[src/rtl/reservation_station_pkg.sv]
// Shared bus widths, entry layout and age comparison for the reservation station.
package reservation_station_pkg;
    localparam int AddrBus = 32;
    localparam int OpBus   = 6;
    localparam int ImmBus  = 32;
    localparam int NickBus = 4;
    localparam int DataBus = 32;
    localparam int RsSize  = 16;
    localparam int AgeBus  = 4;

    typedef struct packed {
        logic               rdy;
        logic [NickBus-1:0] nick;
        logic [DataBus-1:0] dt;
    } opnd_t;

    typedef struct packed {
        logic               valid;
        logic [AddrBus-1:0] pc;
        logic [OpBus-1:0]   op;
        logic [ImmBus-1:0]  imm;
        logic [NickBus-1:0] rd_nick;
        opnd_t              rs1;
        opnd_t              rs2;
    } rs_entry_t;

    // a is older than b when a-b is negative modulo the counter width
    function automatic logic age_older(input logic [AgeBus-1:0] a, input logic [AgeBus-1:0] b);
        logic [AgeBus-1:0] d;
        d = a - b;
        return d[AgeBus-1];
    endfunction
endpackage

[src/rtl/reservation_station_select.sv]
// Lowest-index priority encoder; used both as free-slot finder and ready selector.
module rs_select #(
    parameter int N = 16,
    localparam int IW = (N > 1) ? $clog2(N) : 1
) (
    input  logic [N-1:0]  req,
    output logic [IW-1:0] idx,
    output logic          hit
);
    always_comb begin
        idx = '0;
        hit = 1'b0;
        for (int i = N - 1; i >= 0; i--) begin
            if (req[i]) begin
                idx = IW'(i);
                hit = 1'b1;
            end
        end
    end
endmodule

[src/rtl/reservation_station.sv]
// Reservation station: dispatch into free slots, CDB wakeup, single-issue select.
// Optional macro RS_OLDEST_FIRST_EN selects the oldest ready entry instead of the lowest index.
module reservation_station
    import reservation_station_pkg::*;
#(
    parameter int RS_SIZE = RsSize
) (
    input  logic               clk,
    input  logic               rst,
    input  logic               rdy,
    input  logic               iROB_clr,
    input  logic               iDC_en,
    input  logic [AddrBus-1:0] iDC_pc,
    input  logic [OpBus-1:0]   iDC_op,
    input  logic [ImmBus-1:0]  iDC_imm,
    input  logic [NickBus-1:0] iDC_rd_nick,
    input  logic               iDC_rs1_rdy,
    input  logic [NickBus-1:0] iDC_rs1_nick,
    input  logic [DataBus-1:0] iDC_rs1_dt,
    input  logic               iDC_rs2_rdy,
    input  logic [NickBus-1:0] iDC_rs2_nick,
    input  logic [DataBus-1:0] iDC_rs2_dt,
    input  logic               iEX_en,
    input  logic [NickBus-1:0] iEX_nick,
    input  logic [DataBus-1:0] iEX_dt,
    input  logic               iLSB_en,
    input  logic [NickBus-1:0] iLSB_nick,
    input  logic [DataBus-1:0] iLSB_dt,
    output logic               oRS_full,
    output logic               oRS_en,
    output logic [AddrBus-1:0] oRS_pc,
    output logic [OpBus-1:0]   oRS_op,
    output logic [ImmBus-1:0]  oRS_imm,
    output logic [NickBus-1:0] oRS_rd_nick,
    output logic [DataBus-1:0] oRS_rs1_dt,
    output logic [DataBus-1:0] oRS_rs2_dt
);
    localparam int IW = (RS_SIZE > 1) ? $clog2(RS_SIZE) : 1;
    localparam int CW = $clog2(RS_SIZE + 1);

    rs_entry_t          ent [RS_SIZE];
    rs_entry_t          dc_ent;
    logic [RS_SIZE-1:0] valid_vec, ready_vec, pick_vec;
    logic [IW-1:0]      free_idx, sel_idx;
    logic               free_hit, sel_hit;
    logic [CW-1:0]      cnt;

    // iEX has priority over iLSB if both carry the same tag
    function automatic opnd_t snoop(input opnd_t o);
        opnd_t r;
        r = o;
        if (!o.rdy) begin
            if (iEX_en && iEX_nick == o.nick) begin
                r.rdy = 1'b1;
                r.dt  = iEX_dt;
            end else if (iLSB_en && iLSB_nick == o.nick) begin
                r.rdy = 1'b1;
                r.dt  = iLSB_dt;
            end
        end
        return r;
    endfunction

    always_comb begin
        cnt = '0;
        for (int i = 0; i < RS_SIZE; i++) begin
            valid_vec[i] = ent[i].valid;
            ready_vec[i] = ent[i].valid && ent[i].rs1.rdy && ent[i].rs2.rdy;
            cnt          = cnt + CW'(ent[i].valid);
        end
    end

    assign oRS_full = (cnt >= CW'(RS_SIZE - 1));

    always_comb begin
        dc_ent         = '0;
        dc_ent.valid   = 1'b1;
        dc_ent.pc      = iDC_pc;
        dc_ent.op      = iDC_op;
        dc_ent.imm     = iDC_imm;
        dc_ent.rd_nick = iDC_rd_nick;
        dc_ent.rs1     = snoop({iDC_rs1_rdy, iDC_rs1_nick, iDC_rs1_dt});
        dc_ent.rs2     = snoop({iDC_rs2_rdy, iDC_rs2_nick, iDC_rs2_dt});
    end

`ifdef RS_OLDEST_FIRST_EN
    logic [AgeBus-1:0]  age [RS_SIZE];
    logic [AgeBus-1:0]  age_cnt;
    logic [RS_SIZE-1:0] oldest_vec;

    // Non-transitive wrap compare can leave no winner; fall back to plain ready set.
    always_comb begin
        oldest_vec = '0;
        for (int i = 0; i < RS_SIZE; i++) begin
            if (ready_vec[i]) begin
                oldest_vec[i] = 1'b1;
                for (int j = 0; j < RS_SIZE; j++)
                    if (j != i && ready_vec[j] && age_older(age[j], age[i]))
                        oldest_vec[i] = 1'b0;
            end
        end
        pick_vec = (oldest_vec != '0) ? oldest_vec : ready_vec;
    end

    always_ff @(posedge clk) begin
        if (rst) begin
            age_cnt <= '0;
        end else if (rdy && !iROB_clr && iDC_en && free_hit) begin
            age[free_idx] <= age_cnt;
            age_cnt       <= age_cnt + 1'b1;
        end
    end
`else
    assign pick_vec = ready_vec;
`endif

    rs_select #(.N(RS_SIZE)) u_free (.req(~valid_vec), .idx(free_idx), .hit(free_hit));
    rs_select #(.N(RS_SIZE)) u_sel  (.req(pick_vec),   .idx(sel_idx),  .hit(sel_hit));

    // free_idx comes from registered valid, so it never aliases the slot issuing this edge
    always_ff @(posedge clk) begin
        if (rst) begin
            for (int i = 0; i < RS_SIZE; i++) ent[i].valid <= 1'b0;
            oRS_en      <= 1'b0;
            oRS_pc      <= '0;
            oRS_op      <= '0;
            oRS_imm     <= '0;
            oRS_rd_nick <= '0;
            oRS_rs1_dt  <= '0;
            oRS_rs2_dt  <= '0;
        end else if (rdy) begin
            if (iROB_clr) begin
                for (int i = 0; i < RS_SIZE; i++) ent[i].valid <= 1'b0;
                oRS_en <= 1'b0;
            end else begin
                for (int i = 0; i < RS_SIZE; i++) begin
                    if (ent[i].valid) begin
                        ent[i].rs1 <= snoop(ent[i].rs1);
                        ent[i].rs2 <= snoop(ent[i].rs2);
                    end
                end
                oRS_en <= sel_hit;
                if (sel_hit) begin
                    oRS_pc              <= ent[sel_idx].pc;
                    oRS_op              <= ent[sel_idx].op;
                    oRS_imm             <= ent[sel_idx].imm;
                    oRS_rd_nick         <= ent[sel_idx].rd_nick;
                    oRS_rs1_dt          <= ent[sel_idx].rs1.dt;
                    oRS_rs2_dt          <= ent[sel_idx].rs2.dt;
                    ent[sel_idx].valid  <= 1'b0;
                end
                if (iDC_en && free_hit)
                    ent[free_idx] <= dc_ent;
            end
        end
    end
endmodule

[config.mk]
export PLATFORM = sky130hd
export DESIGN_NAME = reservation_station
export DESIGN_NICKNAME = d
export VERILOG_FILES = /design/src/rtl/reservation_station_pkg.sv /design/src/rtl/reservation_station_select.sv /design/src/rtl/reservation_station.sv
export SDC_FILE = /design/constraint.sdc
export NUM_CORES = 2
export LEC_CHECK = 0
export ABC_AREA = 1
export CAP_MARGIN = 20
export CELL_PAD_IN_SITES_DETAIL_PLACEMENT = 1
export CELL_PAD_IN_SITES_GLOBAL_PLACEMENT = 1
export CORE_MARGIN = 1.5
export CORE_UTILIZATION = 44
export CTS_CLUSTER_SIZE = 24
export DETAILED_ROUTE_END_ITERATION = 10
export PLACE_DENSITY_LB_ADDON = 0.1
export SLEW_MARGIN = 20
export SYNTH_ARGS = -nofsm -noshare
export SYNTH_HDL_FRONTEND = slang
export SYNTH_HIERARCHICAL = 1
export SYNTH_SLANG_ARGS = --single-unit
[constraint.sdc]
create_clock -name clk -period 4.5 [get_ports clk]
set_input_delay 0.9 -clock clk [delete_from_list [all_inputs] [get_ports clk]]
set_output_delay 0.9 -clock clk [all_outputs]
set_load 0.02 [all_outputs]
==> flow_summary_export.csv <==
group,metric,value,unit
outcome,status,"finished with violations",
outcome,failed_checks,"setup timing",
cts,clk_root_buffer_cell,"clkbuf_16",
detailed_routing,postRouteAntennaNets,0,
cts,numCtsBuffers,291,
detailed_routing,detail_route.wirelength,569000,um
grt,vias_in_the_first_global_route,111865,
worst_setup_path,max_stage_delay,570,ps
power,power.leakage,52.0,nW
power,vdd.ir_drop.worst,0.274,mV
timing,fin_worst_skew,34.5,ps
worst_setup_path,timing.critical_path.cells,"inv_2 > fa_1 > fa_1 > fa_1 > fa_1 > inv_2 > ha_4 > fa_2 > nand3_4 > o31ai_4 > buf_6",
worst_setup_path,crit_slowest_cell,"fa_2",
cts,cts_tree,"built",
power,power.density_cell_area,367,nW/um2
detailed_routing,firstDrtPassIters,8,
timing,grt_setup_unrepaired,"yes",
detailed_routing,detail_route.vias_per_cell,6.71,
logic_synthesis,netlist-cell-type-count,41,
power,power_frac_clock,0.448,
timing,timing_worst_slew_pin_value,1230,ps
logic_synthesis,ys_seq_area_frac,0.597,
floorplan,ioPinCount,367,
worst_setup_path,cp_common_cell,"fa_1",
detailed_routing,vias,110768,
cts,cts.htree.levels,5,
timing,setup_violations,1,
power,intPower,40.1,mW
cts,insertion_delay,920,ps
floorplan,die_height,535,um
placement,place_ws,-335,ps
detailed_routing,drt-initial-drc-count,14477,
cts,numClockSinks,2523,
final_layout,syn2layout_area_growth,15.1,%
placement,detailed_place_hpwl,322000,um
timing,drv_slew,0,
grt,grt.overflow.total,0,
detailed_routing,route.detailed.wl_per_inst,34.5,um
timing,final.min_clock_period,5620,ps
grt,maximum_number_of_pins_on_one_net_before_global_route_repair,94,
timing,setup_ws,-1120,ps
power,comb_power_share,0.062,
worst_setup_path,critPathLaunchType,"flip-flop",
grt,grt_util_all_layers,0.389,
floorplan,start_util,0.444,
floorplan,core-area,280000,um2
placement,port-buffer-count,366,
power,p_seq_frac,0.490,
worst_setup_path,critPathRequiredTime,3600,ps
grt,grt_antenna_before_repair,21,
logic_synthesis,post_synth.cell_area_avg,9.85,um2
worst_setup_path,critical_path_class,"reg2out",
hold_path,hp-start,"ent[1][148]$_SDFFE_PP1P_",
grt,global_route_wire_length_before_repair,803000,um
timing,slew_headroom,0.182,
worst_setup_path,crit_path_start,"ent[6][148]$_SDFFE_PP1P_",
worst_setup_path,critical_path.reg2reg.startpoint,"ent[12][148]$_SDFFE_PP1P_",
timing,report.final.hold_viol_count,0,
floorplan,fp.dieArea,286000,um2
worst_setup_path,cp.arrival,4720,ps
floorplan,chipWidth,535,um
worst_setup_path,timing.critical_path.fanout_max,2,
logic_synthesis,postSynthRegisterBits,2523,
job,drv_cap,0,
logic_synthesis,mappedNetlistArea,124000,um2
final_layout,layout-drive-gt1-share,0.0892,
worst_setup_path,critPathCaptureType,"output port",
final_layout,layoutNonFillerInstCount,16514,
detailed_routing,drc,0,
cts,clk_pin_slew,60,ps
final_layout,nNetsFinal,12780,
hold_path,min-delay-path-class,"reg2reg",
cts,cts_max_path_buffers,4,
timing,fmax,178,MHz
cts,cts_hold_buffers,0,
worst_setup_path,critPathTopFamily,"adder cells",
power,power.switching_fraction,0.236,
placement,place.gp.congestion,0.918,
power,switching_power,12.4,mW
floorplan,std_cell_rows,194,
worst_setup_path,buf_inv_stages_crit_path,3,
logic_synthesis,synth_fp_nets,12865,
logic_synthesis,syn_inst,12623,
placement,placedCellCount,15965,
logic_synthesis,synthesis.yosys.warnings,6,
timing,final_worst_path_period_share,1.25,
## kinds of logic after synthesis
kind of cell             Yosys count  synth area share
AND/OR/NAND/NOR                 5733             0.193
XOR/XNOR                          15           0.00106
flip-flops                      2523             0.597
AO/OA/AOI/OAI                   2681             0.150
adder cells (fa/ha/maj)           15           0.00211
buffers and inverters           1656            0.0567
## per-layer routing
metal,share of wire,routed length (um),GRT usage
met3,0.11,60100,0.0779
met2,0.45,254000,0.605
met4,0.075,42800,0.252
met1,0.37,212000,0.495
met5,0.00020,115,0.000833
## per-stage QoR
stage	setup TNS, ps	utilization	cell area (um2)	hold slack [ps]	power, mW
after CTS	-1160	0.511	143000	468	52.5
after detailed placement	-335	0.478	134000	460	29.3
after global placement	-423	0.478	134000	455	29.2
after global routing	-1180	0.511	143000	488	53.6
final	-1120	0.511	143000	468	52.5
after floorplan	0	-	124000	444	28.0
## power by group through the flow
| stage | sequential [mW] | combinational [mW] | clock [mW] |
|---|---|---|---|
| after floorplan | 26.2 | 1.74 | 0 |
| after global placement | 26.2 | 2.97 | 0 |
| after detailed placement | 26.2 | 3.11 | 0 |
| after CTS | 25.7 | 3.13 | 23.7 |
| after global routing | 25.7 | 3.41 | 24.5 |
| final | 25.7 | 3.25 | 23.5 |
## cell usage in the layout, fill, tap and decap left out, types with 35 or more instances in the layout
master           synthesis  layout
nand3_1               1209    1197
a22oi_1               1104    1104
buf_4                  111     299
clkdlybuf4s50_1          0     364
inv_1                  374     366
edfxtp_1              2368    2368
o211ai_1               949     949
nand3b_1                35      35
nor2_1                 600     577
o22ai_1                 69      69
clkinv_2                 0      41
clkbuf_16                0     301
clkbuf_1               656      88
dfxtp_1                155     149
o21ai_0                352     352
nor2_4                  31      55
nand2_1               3656    3630
a21oi_1                191     191
nand4_1                 51      51
clkinv_1                 2      55
nand2_2                 57      77
nor3_1                  50      49
buf_12                   0     195
## area by class of cell
cell class / instances / area (um2)
diodes: 12 / 30.0
clock buffers: 409 / 8140
clock inverters: 124 / 1060
fillers: 30289 / 137000
inverters: 417 / 1640
multi-input cells: 8444 / 43600
flip-flops and latches: 2523 / 74200
well taps: 3724 / 4660
repair buffers: 861 / 9820
## worst register-to-register path, stage by stage (launching register included)
cell and delay, ps:
dfxtp_2 340, inv_2 50, buf_4 150, nor3_1 540, inv_2 110, nand2_1 100
nand2_1 60, nand2_1 50, nand2_1 50, nand2_1 50, nand2_1 50, nand2_1 50
nand2_1 50, nand2_1 50, nand2_1 50, nand2_1 70, a21oi_2 110, nand2_1 210
inv_8 210, buf_4 310, a22oi_1 200, nand2_1 90, nand2_1 80, nand3_1 120
nor2_1 870, nor2_1 90
## sequential cells by signal, summed over array words and instances, names as in the netlist
signal,flops
oRS_op,6
oRS_rs1_dt,32
oRS_en,1
oRS_pc,32
oRS_rd_nick,4
ent,2384
oRS_imm,32
oRS_rs2_dt,32
## cell usage after synthesis, drive strengths merged
master / number / area (um2)
clkinv: 2 / 7.51
nand2: 3738 / 14400
nor4: 2 / 12.5
ha: 5 / 62.6
nand3: 1212 / 6090
nor2: 637 / 2650
inv: 415 / 1560
edfxtp: 2368 / 71100
a21oi: 193 / 973
nand3b: 35 / 263
a22oi: 1104 / 8290
xor2: 1 / 8.76
nor3: 51 / 260
nand4: 51 / 319
buf: 583 / 3030
nor3b: 4 / 30.0
or2: 3 / 18.8
o211ai: 949 / 7120
a31oi: 8 / 50.1
fa: 10 / 200
dfxtp: 155 / 3100
xnor2: 14 / 123
o31ai: 1 / 7.51
o22ai: 69 / 432
clkbuf: 656 / 2460
o21ai: 357 / 1790
## worst paths after layout
path	to	depth (start not counted)	slack (ps)
setup reg to reg	oRS_rs2_dt[21]$_SDFFE_PP0P_	25	250
hold reg to reg	ent[1][148]$_SDFFE_PP1P_	2	470
setup / recovery	oRS_full	11	-1120
hold / removal	ent[1][148]$_SDFFE_PP1P_	2	470
## timing repair
action / 4_1_cts / 5_1_grt
setup endpoints to repair: 1 / 39
gates resized for setup: 11 / 11
buffers inserted: 1 / 3
pin swaps: 9 / 11
No activity file was read; power rests on OpenSTA's default activity.
